### src/rtl/csa_pkg.sv
// Shared types and width helpers for the carry-save sequential accumulator.
package csa_pkg;

    typedef enum logic [1:0] {
        ST_ACC = 2'd0,
        ST_RES = 2'd1,
        ST_OUT = 2'd2
    } state_t;

    // Enough headroom for n_ops full-scale operands, so no carry is ever lost.
    function automatic int acc_width(input int data_w, input int n_ops);
        return data_w + $clog2(n_ops);
    endfunction

    function automatic int cnt_width(input int n_ops);
        return $clog2(n_ops + 1);
    endfunction

endpackage

### src/rtl/csa_3to2.sv
// One 3:2 carry-save compressor row; the carry word comes out pre-shifted.
module csa_3to2 #(
    parameter int W = 8
) (
    input  logic [W-1:0] a,
    input  logic [W-1:0] b,
    input  logic [W-1:0] c,
    output logic [W-1:0] s,
    output logic [W-1:0] co
);

    logic [W-1:0] w_maj;

    assign w_maj = (a & b) | (a & c) | (b & c);
    assign s     = a ^ b ^ c;
    assign co    = w_maj << 1;

endmodule

### src/rtl/csa_seq_accum.sv
// Folds a packet of operands into a sum/carry pair, then resolves it with one
// carry-propagate add and presents the result on the output stream.
module csa_seq_accum
    import csa_pkg::*;
#(
    parameter  int DATA_W = 8,
    parameter  int N_OPS  = 8,
    localparam int ACC_W  = acc_width(DATA_W, N_OPS),
    localparam int CNT_W  = cnt_width(N_OPS)
) (
    input  logic              clk,
    input  logic              rst,
    input  logic              s_valid,
    output logic              s_ready,
    input  logic [DATA_W-1:0] s_data,
    input  logic              s_last,
    output logic              m_valid,
    input  logic              m_ready,
    output logic [ACC_W-1:0]  m_sum,
    output logic [CNT_W-1:0]  m_count,
    output logic              m_err
);

    state_t             r_state, w_state_nxt;
    logic [ACC_W-1:0]   r_s, r_c, r_sum;
    logic [ACC_W-1:0]   w_x, w_s, w_c;
    logic [CNT_W-1:0]   r_cnt, w_cnt_inc;
    logic               r_err;
    logic               w_acc, w_full, w_close, w_ohs;

    assign w_x       = ACC_W'(s_data);
    assign s_ready   = (r_state == ST_ACC) && !rst;
    assign m_valid   = (r_state == ST_OUT);
    assign m_sum     = r_sum;
    assign m_count   = r_cnt;
    assign m_err     = r_err;

    assign w_acc     = s_valid && s_ready;
    assign w_cnt_inc = r_cnt + CNT_W'(1);
    assign w_full    = (w_cnt_inc == CNT_W'(N_OPS));
    assign w_close   = w_acc && (s_last || w_full);
    assign w_ohs     = m_valid && m_ready;

    csa_3to2 #(.W(ACC_W)) u_csa (
        .a  (r_s),
        .b  (r_c),
        .c  (w_x),
        .s  (w_s),
        .co (w_c)
    );

    always_comb begin
        w_state_nxt = r_state;
        case (r_state)
            ST_ACC:  if (w_close) w_state_nxt = ST_RES;
            ST_RES:  w_state_nxt = ST_OUT;
            ST_OUT:  if (w_ohs) w_state_nxt = ST_ACC;
            default: w_state_nxt = ST_ACC;
        endcase
    end

    always_ff @(posedge clk) begin
        if (rst) begin
            r_state <= ST_ACC;
            r_s     <= '0;
            r_c     <= '0;
            r_sum   <= '0;
            r_cnt   <= '0;
            r_err   <= 1'b0;
        end else begin
            r_state <= w_state_nxt;
            case (r_state)
                ST_ACC: begin
                    if (w_acc) begin
                        r_s   <= w_s;
                        r_c   <= w_c;
                        r_cnt <= w_cnt_inc;
                        // A close without s_last can only be the forced one at N_OPS.
                        if (w_close) r_err <= ~s_last;
                    end
                end
                ST_RES: r_sum <= r_s + r_c;
                ST_OUT: begin
                    if (w_ohs) begin
                        r_s   <= '0;
                        r_c   <= '0;
                        r_cnt <= '0;
                        r_err <= 1'b0;
                    end
                end
                default: ;
            endcase
        end
    end

endmodule

### config.mk
export PLATFORM = sky130hd
export DESIGN_NAME = csa_seq_accum
export DESIGN_NICKNAME = d
export VERILOG_FILES = /design/src/rtl/csa_pkg.sv /design/src/rtl/csa_3to2.sv /design/src/rtl/csa_seq_accum.sv
export SDC_FILE = /design/constraint.sdc
export NUM_CORES = 1
export LEC_CHECK = 0
export BUFFER_PORTS_ARGS = -buffer_cell sky130_fd_sc_hd__buf_2
export CAP_MARGIN = 20
export CORE_MARGIN = 1
export CORE_UTILIZATION = 30
export DETAILED_ROUTE_END_ITERATION = 10
export SKIP_LAST_GASP = 1
export SLEW_MARGIN = 5
export SYNTH_ARGS = -nofsm -noshare
export SYNTH_HDL_FRONTEND = slang
export SYNTH_SLANG_ARGS = --single-unit
### constraint.sdc
create_clock -name clk -period 1.9 [get_ports clk]
set_input_delay 0.19 -clock clk [delete_from_list [all_inputs] [get_ports clk]]
set_output_delay 0.19 -clock clk [all_outputs]
set_load 0.02 [all_outputs]
Word-level counts from Yosys, hierarchy flattened:

Index checks and enable logic that the tools add are counted.

* eq/ne operators: 6
* muxes and demuxes: 15
* reductions and logical operators: 11
* add/subtract/negate cells: 2
* bitwise gates (word level): 8

Operators with widths (number)
* 11-bit case mux with 2 select lines: 2
* 11-bit two-way mux: 3
* 10-bit by 8-bit bitwise AND with 10-bit output: 2
* 10-bit bitwise OR: 2
* 11-bit adder: 1
* 11-bit bitwise XOR: 1
* 11-bit by 8-bit bitwise XOR with 11-bit output: 1
* 10-bit bitwise AND: 1
* 4-bit two-way mux: 2
* 4-bit case mux with 2 select lines: 1
* 2-bit case mux with 3 select lines: 1
* 4-bit by 1-bit adder with 4-bit output, second input constant: 1
* 4-bit == test, second input constant: 1
* 1-bit logical AND: 4
* 2-bit two-way mux: 2
* 2-bit != test, second input constant: 2
* 4-bit AND reduction: 1
* 1-bit two-way mux: 3
* 3-bit AND reduction: 1
* 2-bit by 1-bit == test with 1-bit output, second input constant: 1
* 2-bit == test, second input constant: 1
* 2-bit logical NOT: 1
* 2-bit by 1-bit != test with 1-bit output, second input constant: 1
* 1-bit case mux with 2 select lines: 1
* other kinds (5): 5

* bits in registers: 40
* logic and storage cells: 48
* output and inout port bits: 18
* bits of input ports: 13

Depth between registers and ports, before layout:

* word-level depth: 7
* gate-level depth with buffers: 8
* gate-level depth less buffers: 8

Cells and area by module:

From an unflattened synthesis, not the netlist that was laid out.

* cell total of the unflattened synthesis: 240
* area, all modules: 2183.3 µm²

By module, submodules not included
* csa_seq_accum: area each 1948.1 µm², cells an instance 227, sequential area each 800.8 µm², times used 1
* csa_3to2: area each 235.2 µm², cells an instance 13, sequential area each 0.0 µm², times used 1

Least setup slack after synthesis:

No wires, ideal clock.

* kind: reg2reg
* from: reg r_s[1]
* to: reg r_sum[7], in the netlist m_sum[7]
* buffers on the path: 0
* path slack: -56 ps
* arrival: 1894 ps
* data required time: 1838 ps
* stages on the path, launching flop included: 9
* clock period less this slack: 1956 ps
* setup time: 62 ps
* cells stage by stage: dfxtp_1 > ha_1 > inv_1 > fa_1 > and2b_1 > o31a_1 > o21ai_0 > or4_1 > nand3_1

* cells in the longest elaborated chain, start to end: 1

Ends and longest elaborated chain
* start, declared: RTL line csa_seq_accum.sv:25 `logic [ACC_W-1:0] r_s, r_c, r_sum;`
* start signal, assigned: RTL line csa_seq_accum.sv:75 `r_s <= w_s;`
* 11-bit adder: RTL line csa_seq_accum.sv:82 `ST_RES: r_sum <= r_s + r_c;`
* end signal, assigned: RTL line csa_seq_accum.sv:82
* end, declared: RTL line csa_seq_accum.sv:25

No other way between the ends.
A chain may end at the register's enable or synchronous reset.

Final worst setup path:

* from: reg r_c[1]
* to: reg r_sum[7], in the netlist m_sum[7]

* cells in the longest elaborated chain, start to end: 1

Ends and longest elaborated chain
* start, declared: RTL line csa_seq_accum.sv:25
* start signal, assigned: RTL line csa_seq_accum.sv:76 `r_c <= w_c;`
* 11-bit adder: RTL line csa_seq_accum.sv:82

No other way between the ends.

==> results.md <==
- Critical Path, Cell by Cell: ha_4 -> inv_2 -> fa_2 -> and2b_1 -> o31a_1 -> o21ai_1 -> or4_1 -> nand3_1
- Post-synthesis sequential area ratio: 0.377
- I/O Pins: 31
- RSZ-0062 raised after global routing: yes
- First-pass GRT wire length: 8.18 mm
- Lkg Pwr: 1.08 nW
- # rows: 29
- Post-Place Cell Area: 2400 um^2
- Complex-gate fraction of the synthesized area: 0.173
- Metal-1 WL: 2.42 mm
- Worst Hold End: m_err
- Hold path cells: 2
- CP Data Required Time: 2.14 ns
- Post-DR wirelength/cell: 13.2 um
- Final Instance Area: 2550 um^2
- Root Buffer: clkbuf_8
- Final WL: 4.84 mm
- Reg2Reg Setup Slack: 0.01 ns
- N_diodes: 0
- WL met2: 2.19 mm
- Synthesized area: 2070 um^2
- Port bufs: 30
- Layout area overhead: 23.0%
- Commonest non-fill, non-tap cell in the layout: nand2_1
- Grt total ovfl: 0
- CP peak stage delay: 0.41 ns
- Max_cap viols: 0
- Worst R2R End: m_sum[7]
- Register bit total from synthesis: 39
- Synth Instances: 245
- Vias in the first global route: 1,768
- YS warnings: 0
- Largest family of logic cells by synthesized area: simple AND/OR/NAND/NOR gates
- Max Fclk: 529 MHz
- Simple-gate share of the synthesized area: 0.238
- CTS tree: yes
- Synth cell types: 47
- Initial antenna violation count: 0
- CP Launch Type: flop
- Die area: 7240 um^2
- DP HPWL: 3.50 mm
- Worst skew pair latency: 0.29 ns
- Critical Path Slowest Stage Cell: or4_1
- Post-synthesis mux area share: 0.00967
- DR top layer: met4
- Final setup vio count: 0
- Mapped Avg Cell Area: 8.45 um^2
- Xor/xnor cell area share of the yosys netlist: 0.0169
- Syn Nets: 277
- Period utilization: 0.995
- Chip height: 85.1 um
- Cell area power density: 692 nW/um^2
- Power Total: 0.00176 W
- CTS max path bufs: 2
- Asr flop ratio synth: 0
- Most frequent cells in the layout: 41 x nand2_1, 37 x dfxtp_1, 31 x a21oi_1
- RR Startpoint: r_c[1]
- GPL Wtd Cong: 0.775
- Non-Filler Instances: 367
- Placed Cells: 355
- DR vias: 1,853
- Pin slew with the least headroom to its limit: 0.764 ns
- HP Start: s_last
- Maximum VDD drop: 0.000380 V
- Adder-cell share of the synthesized area: 0.144
- Most used DFF post-synth: dfxtp_1
- Antenna Nets Post-Route: 0
- Final net count: 321
- Final Skew: 0.00684 ns
- Tightest Hold Check Type: primary input to flop
- Die Wd: 85.1 um
- Reg clk slew, reported paths: 0.08 ns
- Min cycle time layout: 1.89 ns
- Starting Density: 0.319
- Largest net degree at the start of global routing: 27
- Arrival time worst endpoint: 2.13 ns
- Final slew viol count: 0
- Sink Count: 39
- H-tree depth: 2
- DR WL met3: 157 um
- Num CTS Buffers: 5
- Worst-path maximum fanout: 3
- GRT Util Overall: 0.142
- DRC Markers: 0
- R2R cell count: 8
- Critical Path End Type: flop
- Status: finished clean
- Core area: 6490 um^2
- Hold-fix buffers, CTS: 0
- Drt first pass iters: 4
- Worst setup path class: flop to flop
- Relative max-transition margin: 0.491
- WHS: 0.102 ns
- Vias per Instance: 5.05
- Post-synth EDFFs: 0
- 1st-iter DRT viols: 38
- Share of layout cells above drive strength 1: 0.241
- Final Hold Vio Count: 0
-- area by class of cell --
cell class                 instances  area, um^2
timing repair buffer              51         308
clock buffer                       5        68.8
sequential                        39         783
multi-input combinational        186        1220
fill                             677        3950
inverter                           6        22.5
tap                               77        96.3
clock inverter                     3        43.8
-- per-stage QoR --
step / setup TNS [ns] / util / setup slack, ns
2_1_floorplan: 0 / - / 0.0113
5_1_grt: -0.172 / 0.392 / -0.0864
3_3_place_gp: -0.0218 / 0.369 / -0.0218
4_1_cts: -0.0159 / 0.390 / -0.0159
3_5_place_dp: -0.0602 / 0.369 / -0.0602
6_report: 0 / 0.392 / 0.00996
-- power breakdown --
group | leakage [nW] | switching [W] | internal (W) | total [W]
Sequential | 0.317 | 0.0000203 | 0.000840 | 0.000860
Combinational | 0.709 | 0.000122 | 0.0000740 | 0.000196
Clock | 0.0581 | 0.000316 | 0.000391 | 0.000707
-- flip-flops by register name, indices dropped and copies added, names as in the netlist --
signal   count
m_count      4
m_err        1
m_sum       11
r_c         10
r_s         11
r_state      2
-- cells by family after synthesis --
group | count (synthesis)
compound gates | 58
fa+ha+maj | 19
simple gates | 103
flops | 39
buf+inv | 20
mux | 2
xor+xnor | 4
-- cells in the mapped netlist, types with 2 or more instances --
cell type	instances	share of area
a211oi_1	4	0.015
a21oi_1	31	0.075
and2_1	2	0.0060
and2b_1	2	0.0072
buf_1	3	0.0054
buf_2	8	0.019
clkbuf_1	3	0.0054
dfxtp_1	39	0.38
fa_1	8	0.077
ha_1	11	0.066
inv_1	5	0.0091
mux2i_1	2	0.0097
nand2_1	41	0.074
nand2b_1	2	0.0060
nand3_1	26	0.063
nand4_1	2	0.0060
nor2_1	12	0.022
nor3_1	3	0.0072
nor4b_1	2	0.0085
o21ai_0	7	0.017
o41ai_1	2	0.0085
or3_1	2	0.0060
or4_1	2	0.0072
xor2_1	3	0.013
-- critical path: cells and delay by family, from the launching register on --
kind / cells / cell delay (ns)
buffers and inverters: 1 / 0.03
AO/OA/AOI/OAI: 2 / 0.26
adder cells (fa/ha/maj): 2 / 0.47
flip-flops: 1 / 0.36
AND/OR/NAND/NOR: 3 / 0.71
-- layer usage --
metal / GRT usage / vias up
met5: 0 / -
met1: 0.188 / 872
met2: 0.235 / 24
met3: 0.0311 / 6
li1: - / 951
met4: 0.0370 / 0
-- repair_timing --
| item | in CTS | in global routing |
|---|---|---|
| resized for setup | 2 | 4 |
| setup buffers | 2 | 3 |
| endpoints found under the setup margin | 1 | 4 |
| pin swaps | 1 | 3 |
-- how the worst max path moves through the flow --
stage	start	endpoint	slack, ns	cells past startpoint
finish	r_c[1]	m_sum[7]	0.01	8
CTS	r_c[1]	m_sum[7]	-0.02	8
floorplan	r_c[1]	m_sum[7]	0.01	8
detailed placement	r_c[1]	m_sum[7]	-0.06	8
global route	r_c[1]	m_sum[7]	-0.09	8
global placement	r_c[1]	m_sum[7]	-0.02	8
Note: power is estimated with default switching activity, not from simulation.
